[src/rtl/ofmap_write_ctrl.sv]
// ofmap_write_ctrl
// ----------------
// Write-side controller for the output feature map of a PE_SIZE-column
// systolic array. Column j of the array delivers its result j cycles after
// column 0. The controller therefore does three things:
//   - it delays the column-0 "row valid" flag through a shift line, which
//     gives one shift enable per lane;
//   - it raises a capture enable once the last lane has its value, so the
//     captured row is aligned;
//   - it issues one sequential memory write per captured row.
// A pass is PE_SIZE*OC rows. It ends after the last row has been written.
//
// Ports
//   clk          clock, rising edge
//   rst          asynchronous active-high reset
//   start_i      pulse that starts one layer pass (used only in IDLE)
//   row_valid_i  column-0 lane carries a valid result this cycle
//   shift_en_o   per-lane de-skew shift enable (bit j = accepted row delayed j)
//   buff_en_o    aligned-row capture enable
//   mem_addr_o   ofmap memory write address (write counter)
//   mem_ce_o     memory chip enable (always equal to mem_we_o)
//   mem_we_o     memory write enable
//   busy_o       high in every state except IDLE
//   finish_o     one-cycle pulse at the end of a pass
//   err_o        sticky overrun / stray-start flag. This port exists only
//                when the macro OFMAP_WRITE_CTRL_ERR_EN is defined.
//
// Optional feature macro: OFMAP_WRITE_CTRL_ERR_EN
module ofmap_write_ctrl #(
    parameter int PE_SIZE        = 14,
    parameter int OC             = 64,
    parameter int MEM_ADDR_WIDTH = 10
) (
    input  logic                      clk,
    input  logic                      rst,
    input  logic                      start_i,
    input  logic                      row_valid_i,
    output logic [PE_SIZE-1:0]        shift_en_o,
    output logic                      buff_en_o,
    output logic [MEM_ADDR_WIDTH-1:0] mem_addr_o,
    output logic                      mem_ce_o,
    output logic                      mem_we_o,
    output logic                      busy_o,
    output logic                      finish_o
`ifdef OFMAP_WRITE_CTRL_ERR_EN
    ,
    output logic                      err_o
`endif
);

    localparam int TOTAL = PE_SIZE * OC;
    localparam int CNT_W = $clog2(TOTAL + 1);
    // Shift line bit k holds the accepted flag delayed by k+1 cycles.
    localparam int SH_W  = PE_SIZE - 1;
    localparam logic [CNT_W-1:0] LAST = CNT_W'(TOTAL - 1);

    localparam logic [1:0] IDLE  = 2'd0;
    localparam logic [1:0] RUN   = 2'd1;
    localparam logic [1:0] DRAIN = 2'd2;
    localparam logic [1:0] DONE  = 2'd3;

    logic [1:0]       state_r;
    logic [1:0]       state_nxt_s;
    logic             accepted_s;
    logic [CNT_W-1:0] row_cnt_r;
    logic [CNT_W-1:0] wr_cnt_r;
    logic [SH_W-1:0]  sh_r;
    logic             we_r;

    // A row counts only while the pass is in RUN; it is ignored in every other state.
    assign accepted_s = row_valid_i & (state_r == RUN);

    assign shift_en_o = {sh_r, accepted_s};
    assign buff_en_o  = sh_r[SH_W-1];
    assign mem_we_o   = we_r;
    assign mem_ce_o   = we_r;
    assign mem_addr_o = MEM_ADDR_WIDTH'(wr_cnt_r);
    assign busy_o     = (state_r != IDLE);
    assign finish_o   = (state_r == DONE);

    // Next-state logic for the pass sequencer.
    always_comb begin
        state_nxt_s = state_r;
        case (state_r)
            IDLE: begin
                if (start_i) state_nxt_s = RUN;
                else         state_nxt_s = IDLE;
            end
            RUN: begin
                if (accepted_s && (row_cnt_r == LAST)) state_nxt_s = DRAIN;
                else                                   state_nxt_s = RUN;
            end
            DRAIN: begin
                if (we_r && (wr_cnt_r == LAST)) state_nxt_s = DONE;
                else                            state_nxt_s = DRAIN;
            end
            DONE:    state_nxt_s = IDLE;
            default: state_nxt_s = IDLE;
        endcase
    end

    // State register.
    always_ff @(posedge clk or posedge rst) begin
        if (rst) state_r <= IDLE;
        else     state_r <= state_nxt_s;
    end

    // Row counter, de-skew shift line, write strobe and write address.
    // DONE always lasts exactly one cycle, so clearing everything on that
    // cycle leaves the datapath empty whenever the sequencer re-enters IDLE.
    always_ff @(posedge clk or posedge rst) begin
        if (rst) begin
            row_cnt_r <= '0;
            wr_cnt_r  <= '0;
            sh_r      <= '0;
            we_r      <= 1'b0;
        end else if (state_r == DONE) begin
            row_cnt_r <= '0;
            wr_cnt_r  <= '0;
            sh_r      <= '0;
            we_r      <= 1'b0;
        end else begin
            if (accepted_s) row_cnt_r <= row_cnt_r + CNT_W'(1);
            // Idle cycles also shift a zero in, so gaps in row_valid_i pass through unchanged.
            sh_r <= SH_W'({sh_r, accepted_s});
            we_r <= sh_r[SH_W-1];
            if (we_r) wr_cnt_r <= wr_cnt_r + CNT_W'(1);
        end
    end

`ifdef OFMAP_WRITE_CTRL_ERR_EN
    logic err_r;
    assign err_o = err_r;

    // Sticky error flag. It is set by a row that arrives after the pass is
    // full, or by a start_i pulse while a pass is running. Only rst clears it.
    always_ff @(posedge clk or posedge rst) begin
        if (rst) begin
            err_r <= 1'b0;
        end else if ((row_valid_i && ((state_r == DRAIN) || (state_r == DONE))) ||
                     (start_i && ((state_r == RUN) || (state_r == DRAIN)))) begin
            err_r <= 1'b1;
        end else begin
            err_r <= err_r;
        end
    end
`endif

endmodule
[config.mk]
export PLATFORM = sky130hd
export DESIGN_NAME = ofmap_write_ctrl
export DESIGN_NICKNAME = d
export VERILOG_FILES = /design/src/rtl/ofmap_write_ctrl.sv
export SDC_FILE = /design/constraint.sdc
export NUM_CORES = 1
export LEC_CHECK = 0
export BUFFER_PORTS_ARGS = -buffer_cell sky130_fd_sc_hd__buf_2
export CAP_MARGIN = 20
export CORE_MARGIN = 2
export CORE_UTILIZATION = 40
export CTS_CLUSTER_DIAMETER = 60
export DETAILED_ROUTE_END_ITERATION = 16
export GPL_TIMING_DRIVEN = 0
export PLACE_DENSITY = 0.66
export SETUP_SLACK_MARGIN = 0.4
export SLEW_MARGIN = 20
export SYNTH_ARGS = -nofsm -noshare
export SYNTH_HDL_FRONTEND = slang
export SYNTH_SLANG_ARGS = --single-unit
[constraint.sdc]
create_clock -name clk -period 1.3 [get_ports clk]
set_input_delay 0.13 -clock clk [delete_from_list [all_inputs] [get_ports clk]]
set_output_delay 0.13 -clock clk [all_outputs]
set_load 0.05 [all_outputs]
==> impl_metrics.py, run 1 <==
metrics = {
    "clock_tree": {
        "clk_pin_slew_ps": 70,
        "htree_levels": 2,
        "ctsRootBufferMaster": "clkbuf_8",
        "cts_tree": "yes",
        "clock_latency_ps": 290,
        "cts.sinks": 36,
        "cts_buffer_depth": 2,
        "numCtsBuffers": 5,
    },
    "routing": {
        "drtAntennaViolNets": 0,
        "via_per_inst": 5.246,
        "vias": 1474,
        "dr.pass1.iters": 4,
        "routedWlPerCell_um": 15.47,
        "drc_errors": 0,
        "finalWirelength_um": 4348,
        "detail_route.iter0.violations": 132,
    },
    "timing": {
        "max_slew_margin": 0.4793,
        "setup_slack_ps": -208.8,
        "fin_crit_ps": 1509,
        "finalMaxSlewViolations": 0,
        "skew_ps": 7.528,
        "setup_viol_count_final": 13,
        "hold_ws_ps": -31.80,
        "timing.fmax_mhz": 662.8,
        "fin_tns_setup_ps": -1205,
        "finalCritPeriodShare": 1.161,
        "rsz0062_at_grt": "true",
        "tightest_slew_ps": 779.4,
        "hold_violations": 36,
    },
    "synth": {
        "synth_area_per_cell_um2": 10.70,
        "ys_ff_latch": 36,
        "yosysWarnings": 0,
        "yosys-top-cells-count": "dfrtp_1, and2_1, nand3_1, o21ai_0",
        "yosysMostFrequentCell": "dfrtp_1",
        "seq_area_frac_synth": 0.5687,
        "synth_area_leader_cell": "dfrtp_1",
        "netlist.area_leader.share": 0.5687,
        "syn_nets": 154,
        "yosys-top-cells-area": "dfrtp_1, and2_1, nand3_1, o21ai_0, or3_1",
        "synthCells": 148,
        "synthesis.area_um2": 1584,
        "yosysUniqueCellTypes": 33,
        "ys_async_sr_fraction": 1.000,
        "synth_edf_count": 0,
        "ys.flop_type": "dfrtp_1",
    },
    "pwr": {
        "pwr_density_cell_nw_per_um2": 1582,
        "ir_worst_vdd_v": 0.0008319,
        "total_power_uw": 4425,
        "power_leakage_uw": 0.001233,
    },
    "grt": {
        "first_global_vias": 1486,
        "use_met2": 0.3663,
        "use_met1": 0.2419,
        "antenna_found_initial": 0,
        "gr-total-overflow": 0,
        "grtUsageTotal": 0.2067,
        "globalRouteMet3Util": 0.05743,
        "grt-busiest-layer": "met2",
        "grt_pass1_wl_um": 6858,
        "grt_max_degree": 37,
    },
    "cells_and_area": {
        "nFillCells": 248,
        "nets": 238,
        "drive_gt1_frac": 0.5708,
        "diodes": 0,
        "synthToLayoutAreaGrowth_pct": 76.62,
        "multi_input_area_um2": 790.8,
        "final-seq-area_um2": 917.1,
    },
    "floorplanning": {
        "start_util": 0.4231,
        "dieWidth_um": 66.93,
        "io-pin-count": 33,
        "dieArea_um2": 4480,
        "core_um2": 3744,
        "num_rows": 22,
        "die_h_um": 66.93,
    },
    "placed_design": {
        "hpwl_um": 2263,
        "place_congestion": 0.7541,
        "io_buffers": 32,
    },
    "run": {
        "maxCapViolations": 0,
    },
    "worst_setup_path": {
        "end_kind": "flip-flop",
        "crit_path_max_fanout": 4,
        "crit_required_ps": 1520,
        "startpoint_type": "flip-flop",
        "arrival_ps": 1730,
        "worstSetupPathType": "flip-flop to flip-flop",
    },
    "run_status": {
        "status": "finished, violations left",
        "violations": "negative hold slack, negative setup slack",
    },
    "min_path": {
        "hold_path_class": "input port to asynchronous set/reset pin",
    },
}
## power by group
part,leakage [uW],switching [uW],internal (uW)
combinational,0.000771,975,1040
clock,0.0000422,394,376
sequential,0.000419,306,1330
## final timing paths
path / cells past startpoint / end / slack [ps]
max in group asynchronous: 2 / state_r[0]$_DFF_PP0_ / 850
worst max-delay path: 4 / row_cnt_r[6]$_DFFE_PP0P_ / -210
worst min-delay path: 2 / sh_r[12]$_DFF_PP0_ / -30
worst max register to register: 4 / row_cnt_r[6]$_DFFE_PP0P_ / -210
worst min register to register: 1 / sh_r[3]$_DFF_PP0_ / 500
min in group clk: 4 / state_r[0]$_DFF_PP0_ / 240
## critical path, stage by stage, from the launching register on
cell	delay [ps]
dfrtp_2	420
buf_6	130
nand4b_1	240
or4_1	510
a21oi_1	140
## state kept, by name (all words and copies together) (netlist names), named ones only
register / flops
state_r: 1
mem_ce_o: 1
sh_r: 13
mem_addr_o: 10
row_cnt_r: 10
## cell usage in the layout, fill, tap and decap left out, drive strengths merged, types with 4 or more instances in the layout
master,netlist,final
nand3,9,9
or3,7,7
buf,5,82
nand2,6,6
inv,8,7
clkbuf,3,10
o21ai,9,9
a21oi,9,9
nand4,6,6
dfrtp,36,36
nor2,6,6
and2,13,13
xor2,4,4
## area by class of cell
class / count / area share
tap: 48 / 0.02147
buffer: 8 / 0.03936
timing repair buffer: 77 / 0.2858
clock inverter: 1 / 0.001789
sequential: 36 / 0.3278
inverter: 8 / 0.01386
clock buffer: 7 / 0.02728
multi-input combinational: 96 / 0.2826
## per-stage QoR
| stage | worst slack, ps | cell area (um^2) | hold WS [ps] | util | std cells |
|---|---|---|---|---|---|
| 5_1_grt | -280.9 | 2798 | 26.32 | 0.7473 | 281 |
| 6_report | -208.8 | 2798 | -31.80 | 0.7473 | 281 |
| 3_5_place_dp | -328.4 | 1977 | 305.7 | 0.5281 | 228 |
| 4_1_cts | -193.5 | 2618 | -5.839 | 0.6992 | 267 |
| 2_1_floorplan | -126.4 | 1757 | 83.01 | - | 148 |
| 3_3_place_gp | -304.2 | 1977 | 288.3 | 0.5281 | 228 |
## cells by family (layout without fill, tap and decap cells)
family	after synthesis	count (layout)	share of synthesized area
fa+ha+maj	2	2	0.01580
compound gates	25	25	0.09479
mux	3	3	0.01896
flops	36	36	0.5687
simple gates	61	61	0.2283
xor+xnor	5	5	0.02764
buf+inv	16	101	0.04581
## layer usage
| layer | up-vias | part of all wire |
|---|---|---|
| met5 | - | 0 |
| met4 | 0 | 0.014 |
| met3 | 7 | 0.036 |
| met2 | 39 | 0.55 |
| met1 | 730 | 0.40 |
| li1 | 698 | - |
## what timing repair did
action,in CTS,in global routing
buffers inserted,31,14
gates resized for setup,90,23
setup endpoints to repair,65,65
endpoints found under the hold margin,29,0
pin swaps,16,17
Power figures use the tool's default switching activity.
==> inputs of run 2 (changes only) <==
CORE_ASPECT_RATIO = 0.75   (was default)
==> run 2 against run 1 <==
Net effect: the flow still finishes with violations (negative hold slack, negative setup slack); fmax down 1.7%; sequential cell count unchanged; hold slack better by 1.2 ps; final cell count down 0.71%; combinational power down 4%; non-clock buffer count down 6; critical path depth up 1; wire length up 6.6%; die area up 0.12%; global-route usage down 0.70 points; register-to-register slack worse by 30 ps.
==> impl_metrics.py, run 2 (synthesized netlist as in run 1, its figures left out) <==
metrics = {
    "run_status": {
        "status": "finished, violations left",
        "violations": "negative hold slack, negative setup slack",
    },
    "cells_and_area": {
        "largest_reg_flops": 13,
        "diodes": 0,
        "regMostFlops": "sh_r",
        "final_common_cell": "buf_6",
        "synthToLayoutAreaGrowth_pct": 76.94,
        "drive_gt1_frac": 0.5859,
        "nets": 232,
        "design_area_um2": 2803,
        "nFillCells": 237,
        "final_cell_mix": "buf_6, dfrtp_1, buf_4, buf_8, dfrtp_2",
        "final_core_util": 0.7509,
    },
    "clock_tree": {
        "htree_levels": 2,
        "ctsRootBufferMaster": "clkbuf_8",
        "cts_buffer_depth": 2,
        "cts.sinks": 36,
        "cts_tree": "yes",
        "clock_latency_ps": 290,
        "clk_pin_slew_ps": 80,
        "numCtsBuffers": 5,
    },
    "pwr": {
        "ir_worst_vdd_v": 0.0009375,
        "pwr_density_cell_nw_per_um2": 1550,
        "clkPwrFrac": 0.182,
        "power_leakage_uw": 0.001215,
        "p_sw_uw": 1697,
        "total_power_uw": 4343,
        "p_int_uw": 2647,
        "p_comb_frac": 0.445,
        "swShare": 0.3906,
        "seq_power_share": 0.373,
    },
    "run": {
        "maxCapViolations": 0,
    },
    "grt": {
        "gr-total-overflow": 0,
        "first_global_vias": 1401,
        "grt_pass1_wl_um": 6810,
        "grt_max_degree": 37,
        "grtUsageTotal": 0.1997,
        "antenna_found_initial": 0,
    },
    "timing": {
        "skew_ps": 10.39,
        "fin_crit_ps": 1535,
        "tightest_slew_ps": 789.4,
        "finalCritPeriodShare": 1.181,
        "hold_ws_ps": -30.59,
        "rsz0062_at_grt": "true",
        "hold_violations": 36,
        "max_slew_margin": 0.4726,
        "setup_slack_ps": -235.1,
        "timing.fmax_mhz": 651.4,
        "setup_viol_count_final": 14,
        "finalMaxSlewViolations": 0,
    },
    "worst_setup_path": {
        "worstSetupPathType": "flip-flop to flip-flop",
        "crit_path_max_fanout": 4,
        "end_kind": "flip-flop",
        "path_common_cell": "buf_4",
        "critPathSlowestCell": "dfrtp_2",
        "startpoint_type": "flip-flop",
        "crit_required_ps": 1520,
        "r2r_end": "row_cnt_r[5]$_DFFE_PP0P_",
        "r2r_cells": 5,
        "slowest_delay_ps": 440,
        "crit_chain": "buf_4, nand4b_1, buf_4, or3_1, a21oi_1",
        "reg2reg_slack_ps": -240,
        "arrival_ps": 1760,
    },
    "floorplanning": {
        "die_h_um": 58.50,
        "io-pin-count": 33,
        "dieWidth_um": 76.67,
        "core_um2": 3732,
        "start_util": 0.4244,
        "num_rows": 19,
        "dieArea_um2": 4485,
    },
    "placed_design": {
        "hpwl_um": 2227,
        "place_congestion": 0.7898,
        "dpl-instance-area_um2": 1982,
        "pre_cts_ws_ps": -317.4,
        "io_buffers": 32,
    },
    "routing": {
        "vias": 1454,
        "dr.pass1.iters": 4,
        "drc_errors": 0,
        "detail_route.iter0.violations": 109,
        "routedWlPerCell_um": 16.61,
        "drtAntennaViolNets": 0,
        "finalWirelength_um": 4633,
        "via_per_inst": 5.211,
    },
    "min_path": {
        "hold_path_class": "input port to asynchronous set/reset pin",
    },
}
-- run 2: cell count changes in the layout (fill, tap and decap cells not counted), sizes merged --
cell | previous run | this run
buf | 82 | 76
clkinv | 1 | 3
clkbuf | 10 | 8
-- run 2: metrics by stage --
stage,instances,setup TNS [ps]
2_1_floorplan,148,-648.8
3_3_place_gp,232,-1287
3_5_place_dp,232,-1489
4_1_cts,264,-1084
5_1_grt,279,-2885
6_report,279,-2182
-- run 2: what timing repair did --
item                       CTS  global route
pin swaps                   16            13
gates resized for setup     88            27
buffers inserted            24            15
hold endpoints to repair    36             0
setup endpoints to repair   65            65
-- run 2: worst max path at each step --
| stage | from | end | cells past startpoint |
|---|---|---|---|
| after floorplan | mem_addr_o[4]$_DFFE_PP0P_ | mem_addr_o[9]$_DFFE_PP0P_ | 3 |
| after global placement | flip-flop | shift_en_o[0] | 5 |
| after detailed placement | flip-flop | shift_en_o[0] | 5 |
| after CTS | flip-flop | shift_en_o[0] | 5 |
| after global routing | flip-flop | row_cnt_r[5]$_DFFE_PP0P_ | 5 |
| final | flip-flop | row_cnt_r[5]$_DFFE_PP0P_ | 5 |
-- run 2: power groups by stage --
stage,clock network [uW],logic (uW),registers [uW]
floorplan,0,428,2000
global placement,0,1010,1620
detailed placement,0,1040,1650
CTS,804,1610,1610
global route,862,2030,1650
finish,793,1930,1620
-- run 2: cell type report --
cell class	instances	area, um^2	share of cell area
inverter	8	38.79	0.01384
clock inverter	3	18.77	0.006696
timing repair buffer	71	770.7	0.2750
sequential	36	918.4	0.3277
buffer	8	110.1	0.03929
tap	52	65.06	0.02321
clock buffer	5	68.82	0.02455
multi-input combinational	96	812.0	0.2897
-- run 2: worst max-delay path: cells and delay by family, from the launching register on --
family                 cells  cell delay, ps
buffers and inverters      2             320
AO/OA/AOI/OAI              1             150
AND/OR/NAND/NOR            2             550
flip-flops                 1             440
-- run 2: routing by layer --
layer	global-route usage	share of wire
met1	0.2703	0.43
met5	0	0
met4	0.1013	0.019
met3	0.04294	0.045
met2	0.3095	0.50
